[src/rtl/switch_debounce_events.sv]
// Per-channel switch debouncer with press/release edge detection and a show-ahead event FIFO.
// Edge events are queued through a pending-bit arbiter; a lost event raises a sticky overflow flag.
module switch_debounce_events #(
  parameter int N_CH       = 8,
  parameter int DEB_CYCLES = 50000,
  parameter int CNT_W      = 16,
  parameter int FIFO_DEPTH = 8
) (
  input  logic                          clk,
  input  logic                          reset,
  input  logic                          enable,
  input  logic [N_CH-1:0]               raw_state,
  output logic [N_CH-1:0]               stable_state,
  output logic                          evt_valid,
  output logic [3:0]                    evt_data,
  input  logic                          evt_ready,
  output logic [$clog2(FIFO_DEPTH):0]   fifo_count,
  output logic                          overflow,
  input  logic                          clear_overflow
);

  localparam int PTR_W = $clog2(FIFO_DEPTH);
  localparam logic [CNT_W-1:0] DEB_LAST = CNT_W'(DEB_CYCLES - 1);
  localparam logic [PTR_W:0]   DEPTH_C  = (PTR_W+1)'(FIFO_DEPTH);

  logic [N_CH-1:0]  sync1_r;
  logic [N_CH-1:0]  sync2_r;
  logic [N_CH-1:0]  stable_r;
  logic [CNT_W-1:0] cnt_r [N_CH];
  logic [N_CH-1:0]  pend_r;
  logic [N_CH-1:0]  pend_pol_r;
  logic [3:0]       mem_r [FIFO_DEPTH];
  logic [PTR_W-1:0] wr_ptr_r;
  logic [PTR_W-1:0] rd_ptr_r;
  logic [PTR_W:0]   count_r;
  logic             evt_valid_r;
  logic [3:0]       evt_data_r;
  logic             overflow_r;

  logic [CNT_W-1:0] cnt_next_s [N_CH];
  logic [N_CH-1:0]  flip_s;
  logic [N_CH-1:0]  grant_s;
  logic [N_CH-1:0]  collision_s;
  logic [N_CH-1:0]  pend_next_s;
  logic [N_CH-1:0]  pend_pol_next_s;
  logic             found_s;
  logic             pop_s;
  logic             push_s;
  logic             can_push_s;
  logic [3:0]       push_data_s;
  logic [PTR_W:0]   count_next_s;
  logic [PTR_W:0]   remain_s;
  logic [PTR_W-1:0] rd_ptr_next_s;
  logic             valid_next_s;
  logic [3:0]       data_next_s;
  logic             overflow_next_s;

  // Debounce counters: a mismatch must persist DEB_CYCLES enabled cycles before the level flips.
  always_comb begin
    flip_s = '0;
    for (int i = 0; i < N_CH; i++) begin
      cnt_next_s[i] = cnt_r[i];
      if (sync2_r[i] == stable_r[i]) begin
        cnt_next_s[i] = '0;
      end else if (enable) begin
        if (cnt_r[i] == DEB_LAST) begin
          flip_s[i]     = 1'b1;
          cnt_next_s[i] = '0;
        end else begin
          cnt_next_s[i] = cnt_r[i] + 1'b1;
        end
      end else begin
        cnt_next_s[i] = cnt_r[i];
      end
    end
  end

  // Lowest-index pending event wins; a full FIFO accepts only when it is popped in the same cycle.
  always_comb begin
    pop_s       = evt_valid_r & evt_ready;
    can_push_s  = (count_r < DEPTH_C) || pop_s;
    grant_s     = '0;
    found_s     = 1'b0;
    push_data_s = 4'd0;
    for (int i = 0; i < N_CH; i++) begin
      if (can_push_s && pend_r[i] && !found_s) begin
        found_s     = 1'b1;
        grant_s[i]  = 1'b1;
        push_data_s = {pend_pol_r[i], 3'(i)};
      end else begin
        found_s = found_s;
      end
    end
    push_s = found_s;
  end

  // Pending bits: a new flip always wins over a same-cycle grant; flipping an ungranted pend loses the old event.
  always_comb begin
    pend_next_s     = pend_r;
    pend_pol_next_s = pend_pol_r;
    collision_s     = flip_s & pend_r & ~grant_s;
    for (int i = 0; i < N_CH; i++) begin
      if (flip_s[i]) begin
        pend_next_s[i]     = 1'b1;
        pend_pol_next_s[i] = ~stable_r[i];
      end else if (grant_s[i]) begin
        pend_next_s[i] = 1'b0;
      end else begin
        pend_next_s[i] = pend_r[i];
      end
    end
    if (|collision_s) begin
      overflow_next_s = 1'b1;
    end else if (clear_overflow) begin
      overflow_next_s = 1'b0;
    end else begin
      overflow_next_s = overflow_r;
    end
  end

  // FIFO bookkeeping; a freshly pushed entry becomes visible at the head one cycle after it is written.
  always_comb begin
    case ({push_s, pop_s})
      2'b10:   count_next_s = count_r + 1'b1;
      2'b01:   count_next_s = count_r - 1'b1;
      default: count_next_s = count_r;
    endcase
    rd_ptr_next_s = pop_s ? (rd_ptr_r + 1'b1) : rd_ptr_r;
    remain_s      = count_r - {{PTR_W{1'b0}}, pop_s};
    valid_next_s  = (remain_s != '0);
    if (valid_next_s) begin
      data_next_s = mem_r[rd_ptr_next_s];
    end else begin
      data_next_s = 4'd0;
    end
  end

  // Event storage array; contents are only observed through the valid-qualified head register.
  always_ff @(posedge clk) begin
    if (push_s) begin
      mem_r[wr_ptr_r] <= push_data_s;
    end
  end

  // State registers with synchronous active-low reset.
  always_ff @(posedge clk) begin
    if (!reset) begin
      sync1_r     <= '0;
      sync2_r     <= '0;
      stable_r    <= '0;
      pend_r      <= '0;
      pend_pol_r  <= '0;
      wr_ptr_r    <= '0;
      rd_ptr_r    <= '0;
      count_r     <= '0;
      evt_valid_r <= 1'b0;
      evt_data_r  <= 4'd0;
      overflow_r  <= 1'b0;
      for (int i = 0; i < N_CH; i++) begin
        cnt_r[i] <= '0;
      end
    end else begin
      sync1_r     <= raw_state;
      sync2_r     <= sync1_r;
      stable_r    <= stable_r ^ flip_s;
      pend_r      <= pend_next_s;
      pend_pol_r  <= pend_pol_next_s;
      wr_ptr_r    <= push_s ? (wr_ptr_r + 1'b1) : wr_ptr_r;
      rd_ptr_r    <= rd_ptr_next_s;
      count_r     <= count_next_s;
      evt_valid_r <= valid_next_s;
      evt_data_r  <= data_next_s;
      overflow_r  <= overflow_next_s;
      for (int i = 0; i < N_CH; i++) begin
        cnt_r[i] <= cnt_next_s[i];
      end
    end
  end

  assign stable_state = stable_r;
  assign evt_valid    = evt_valid_r;
  assign evt_data     = evt_data_r;
  assign fifo_count   = count_r;
  assign overflow     = overflow_r;

endmodule

[config.mk]
export PLATFORM = sky130hd
export DESIGN_NAME = switch_debounce_events
export DESIGN_NICKNAME = d
export VERILOG_FILES = /design/src/rtl/switch_debounce_events.sv
export SDC_FILE = /design/constraint.sdc
export NUM_CORES = 1
export LEC_CHECK = 0
export ABC_AREA = 1
export CAP_MARGIN = 20
export CELL_PAD_IN_SITES_DETAIL_PLACEMENT = 1
export CELL_PAD_IN_SITES_GLOBAL_PLACEMENT = 1
export CORE_UTILIZATION = 28
export CTS_BUF_LIST = sky130_fd_sc_hd__clkbuf_8
export CTS_CLUSTER_DIAMETER = 100
export DETAILED_ROUTE_END_ITERATION = 10
export GPL_TIMING_DRIVEN = 0
export PLACE_DENSITY_LB_ADDON = 0.1
export REMOVE_ABC_BUFFERS = 1
export SETUP_SLACK_MARGIN = 0.02
export SKIP_LAST_GASP = 1
export SLEW_MARGIN = 20
export SYNTH_ARGS = -nofsm -noshare
export SYNTH_HDL_FRONTEND = slang
export SYNTH_SLANG_ARGS = --single-unit
[constraint.sdc]
create_clock -name clk -period 3.5 [get_ports clk]
set_clock_uncertainty 0.15 [all_clocks]
set_input_delay 0.7 -clock clk [delete_from_list [all_inputs] [get_ports clk]]
set_output_delay 0.7 -clock clk [all_outputs]
set_load 0.05 [all_outputs]
==> results.cfg <==
[logic_synthesis]
yosysSeqAreaShare = 0.462
synth_edf_count = 32
yosys_register_bits = 216
avgSynthCellArea_um2 = 7.63
ys.flop_type = dfxtp_1
async_flop_share = 0
syn_inst = 1317
synth_cell_types = 51
netlist_area_um2 = 10000
synth.yosys.warnings = 0

[drt]
routedWlPerCell_um = 13.9
antenna_left = 0
wl_met1_um = 12600
top_layer = met4
drc = 0
wl_met2_um = 11700
route.met3.wl_um = 999
wirelength_um = 25900
drtIter0Drc = 200
viasPerCell = 4.62
dr_total_vias = 8601
first_pass_iters = 6

[clocking]
postCtsHoldBufs = 0
cts_resized = 0
cts_tree = yes
clk_path_buf_depth = 3
cts_made_buffers = 43
clk_pin_slew_ns = 0.06
clkLatencyLatePin_ns = 0.57
cts_root_buf = clkbuf_8
cts_post_setup_buffers_inserted = 0
cts_max_level = 2
cts.sinks = 216

[sta]
slew_violations = 0
setup_ws_ns = 0.398
setup_viol_count_final = 0
hold_slack_ns = 0.263
relSlewSlack = 0.339
finalHoldViolCount = 0
worst_pin_slew_ns = 0.990
period_needed_ns = 3.10
max_freq_ghz = 0.322
rsz0062_at_grt = false
fin_crit_sh = 0.886

[die]
rows = 69
design.die.area_um2 = 36700
coreArea_um2 = 35500
io_pins = 31
start_util = 0.283
dieHeight_um = 191
die_w_um = 191

[global_route]
antenna_found_initial = 0
grt_pass1_vias = 8702
grt-ovfl-total = 0
grt_pass1_wl_um = 43200
grtUsageTotal = 0.146
grt_max_degree = 55

[placement]
pre_cts_ws_ns = -0.309
routabilityCongestion = 0.720
hpwl_um = 18300
io_buffers = 30

[setup_path]
arrival_ns = 3.41
crit_cells = 15
critPathKind = input port to register
cp_slowest_cell = clkdlybuf4s50_1
crit_buf_inv = 2
cp_max_fo = 17
reg2reg_depth = 13
crit_chain = clkdlybuf4s50_1 > nand2_2 > nand2_4 > o21ai_2 > nand4_1 > a21oi_1 > nand3_2 > inv_2 > ha_1 > xor2_1 > nand3_1 > a21oi_1 > o21ai_0 > o21ai_0 > a21oi_1
path_common_cell = a21oi_1
crit_path_end_kind = register
crit_required_ns = 3.80
slowest_delay_ns = 0.41
worstSetupStartpointType = input port
cpLargestDelayFamily = compound AO/OA/AOI/OAI gates

[run_status]
status = finished, final reports clean

[cells_and_area]
drive_above_1_share = 0.0823
syn2layout_area_growth_pct = 16.1
ff_latch_area_um2 = 4640
fin_nets = 1395
multiInputGateArea_um2 = 4570
nFillCells = 4349

[power]
ir_drop_v = 0.000269
total_power_mw = 5.57
power.density_nw_per_um2 = 478
p_leak_nw = 4.45

[min_path]
hold_class = register to register
min_path_cells = 2

[flow_run]
maxCapViolCount = 0
[sequential cells by signal, indices dropped and copies added (netlist names), 4 cells and up, named ones only]
name,cells
cnt_r,128
evt_data,4
fifo_count,4
mem_r,32
pend_pol_r,8
pend_r,8
sync1_r,8
sync2_r,8
[worst min-delay path, stage by stage, from the launching register on]
cell	delay (ns)
dfxtp_1	0.30
nand2_1	0.05
inv_1	0.04
[cell families after synthesis]
family | after synthesis | synth area share
xor gates and xnor gates | 30 | 0.0261
AOI/OAI and AO/OA | 228 | 0.124
adders and majority gates | 14 | 0.0174
buffers and inverters | 209 | 0.0837
DFF | 216 | 0.462
and+or+nand+nor | 620 | 0.287
[cells in the mapped netlist (2+ instances only)]
cell type,n,area (µm²)
nor3_2,2,20.0
xnor2_1,10,87.6
a31oi_1,11,68.8
nor2_4,5,56.3
ha_1,14,175
buf_6,3,33.8
nor3_1,62,310
nand3_1,64,320
buf_1,3,11.3
nor3b_1,3,22.5
inv_1,180,676
xor2_1,20,175
nor2_2,9,56.3
a21oi_1,105,526
o21a_1,15,113
o21ai_0,72,360
nor4_1,14,87.6
nand2_2,7,43.8
and3_1,2,12.5
nand3_2,3,30.0
a211oi_1,9,67.6
or2_2,10,62.6
clkbuf_1,7,26.3
o22ai_1,8,50.1
nor3b_2,3,37.5
nand2_1,197,739
nor2_1,191,717
edfxtp_1,32,961
or2_1,2,12.5
buf_2,12,60.1
inv_2,2,7.51
nand3b_1,2,15.0
nand4_1,37,231
dfxtp_1,184,3680
[metrics by stage]
step | TNS, ns | instances | util | area [µm²]
after floorplan | 0 | 1291 | - | 9900
after global placement | -236.67 | 1782 | 0.304 | 10800
after detailed placement | -0.567 | 1784 | 0.305 | 10800
after CTS | 0 | 1859 | 0.329 | 11700
after global routing | 0 | 1859 | 0.329 | 11700
final | 0 | 1860 | 0.329 | 11700
[per-layer routing]
layer | up-vias | GRT usage
li1 | 4473 | -
met1 | 4003 | 0.186
met2 | 81 | 0.241
met3 | 44 | 0.0347
met4 | 0 | 0.0488
met5 | - | 0
[final timing paths]
| path | start | to | slack, ns |
|---|---|---|---|
| hold reg to reg | sync1_r[4] | sync2_r[4] | 0.26 |
| setup / recovery | evt_ready | fifo_count[3] | 0.40 |
| hold / removal | sync1_r[4] | sync2_r[4] | 0.26 |
| setup reg to reg | fifo_count[3] | fifo_count[3] | 0.58 |
[where the power goes]
group          total (mW)  switching (mW)  internal [mW]
sequential           2.58          0.0261           2.55
combinational       0.477           0.331          0.147
clock                2.52            1.12           1.40
[final cells by class]
cell class                 count  share of cell area
tap                          461              0.0494
clock buffer                  55              0.0649
timing repair buffer          32              0.0292
clock inverter                20             0.00729
inverter                     183              0.0591
antenna                        1            0.000215
multi-input combinational    892               0.392
sequential                   216               0.398
[placed cells by master, fill, tap and decap left out, types with 2 or more instances in the layout]
cell type        instances
nand2_1                197
nor2_1                 191
inv_1                  188
dfxtp_1                184
a21oi_1                105
o21ai_0                 72
nand3_1                 64
nor3_1                  62
clkbuf_8                55
nand4_1                 37
edfxtp_1                32
clkdlybuf4s50_1         28
xor2_1                  20
o21a_1                  15
nor4_1                  14
ha_1                    14
a31oi_1                 11
or2_2                   10
xnor2_1                 10
a211oi_1                 9
nor2_2                   9
o22ai_1                  8
clkinv_2                 8
nand2_2                  6
nor2_4                   5
clkinv_1                 4
nand3_2                  3
nor3b_2                  3
nor3b_1                  3
inv_2                    2
or2_1                    2
nand3b_1                 2
nor3_2                   2
and3_1                   2
Power figures use the tool's default switching activity.
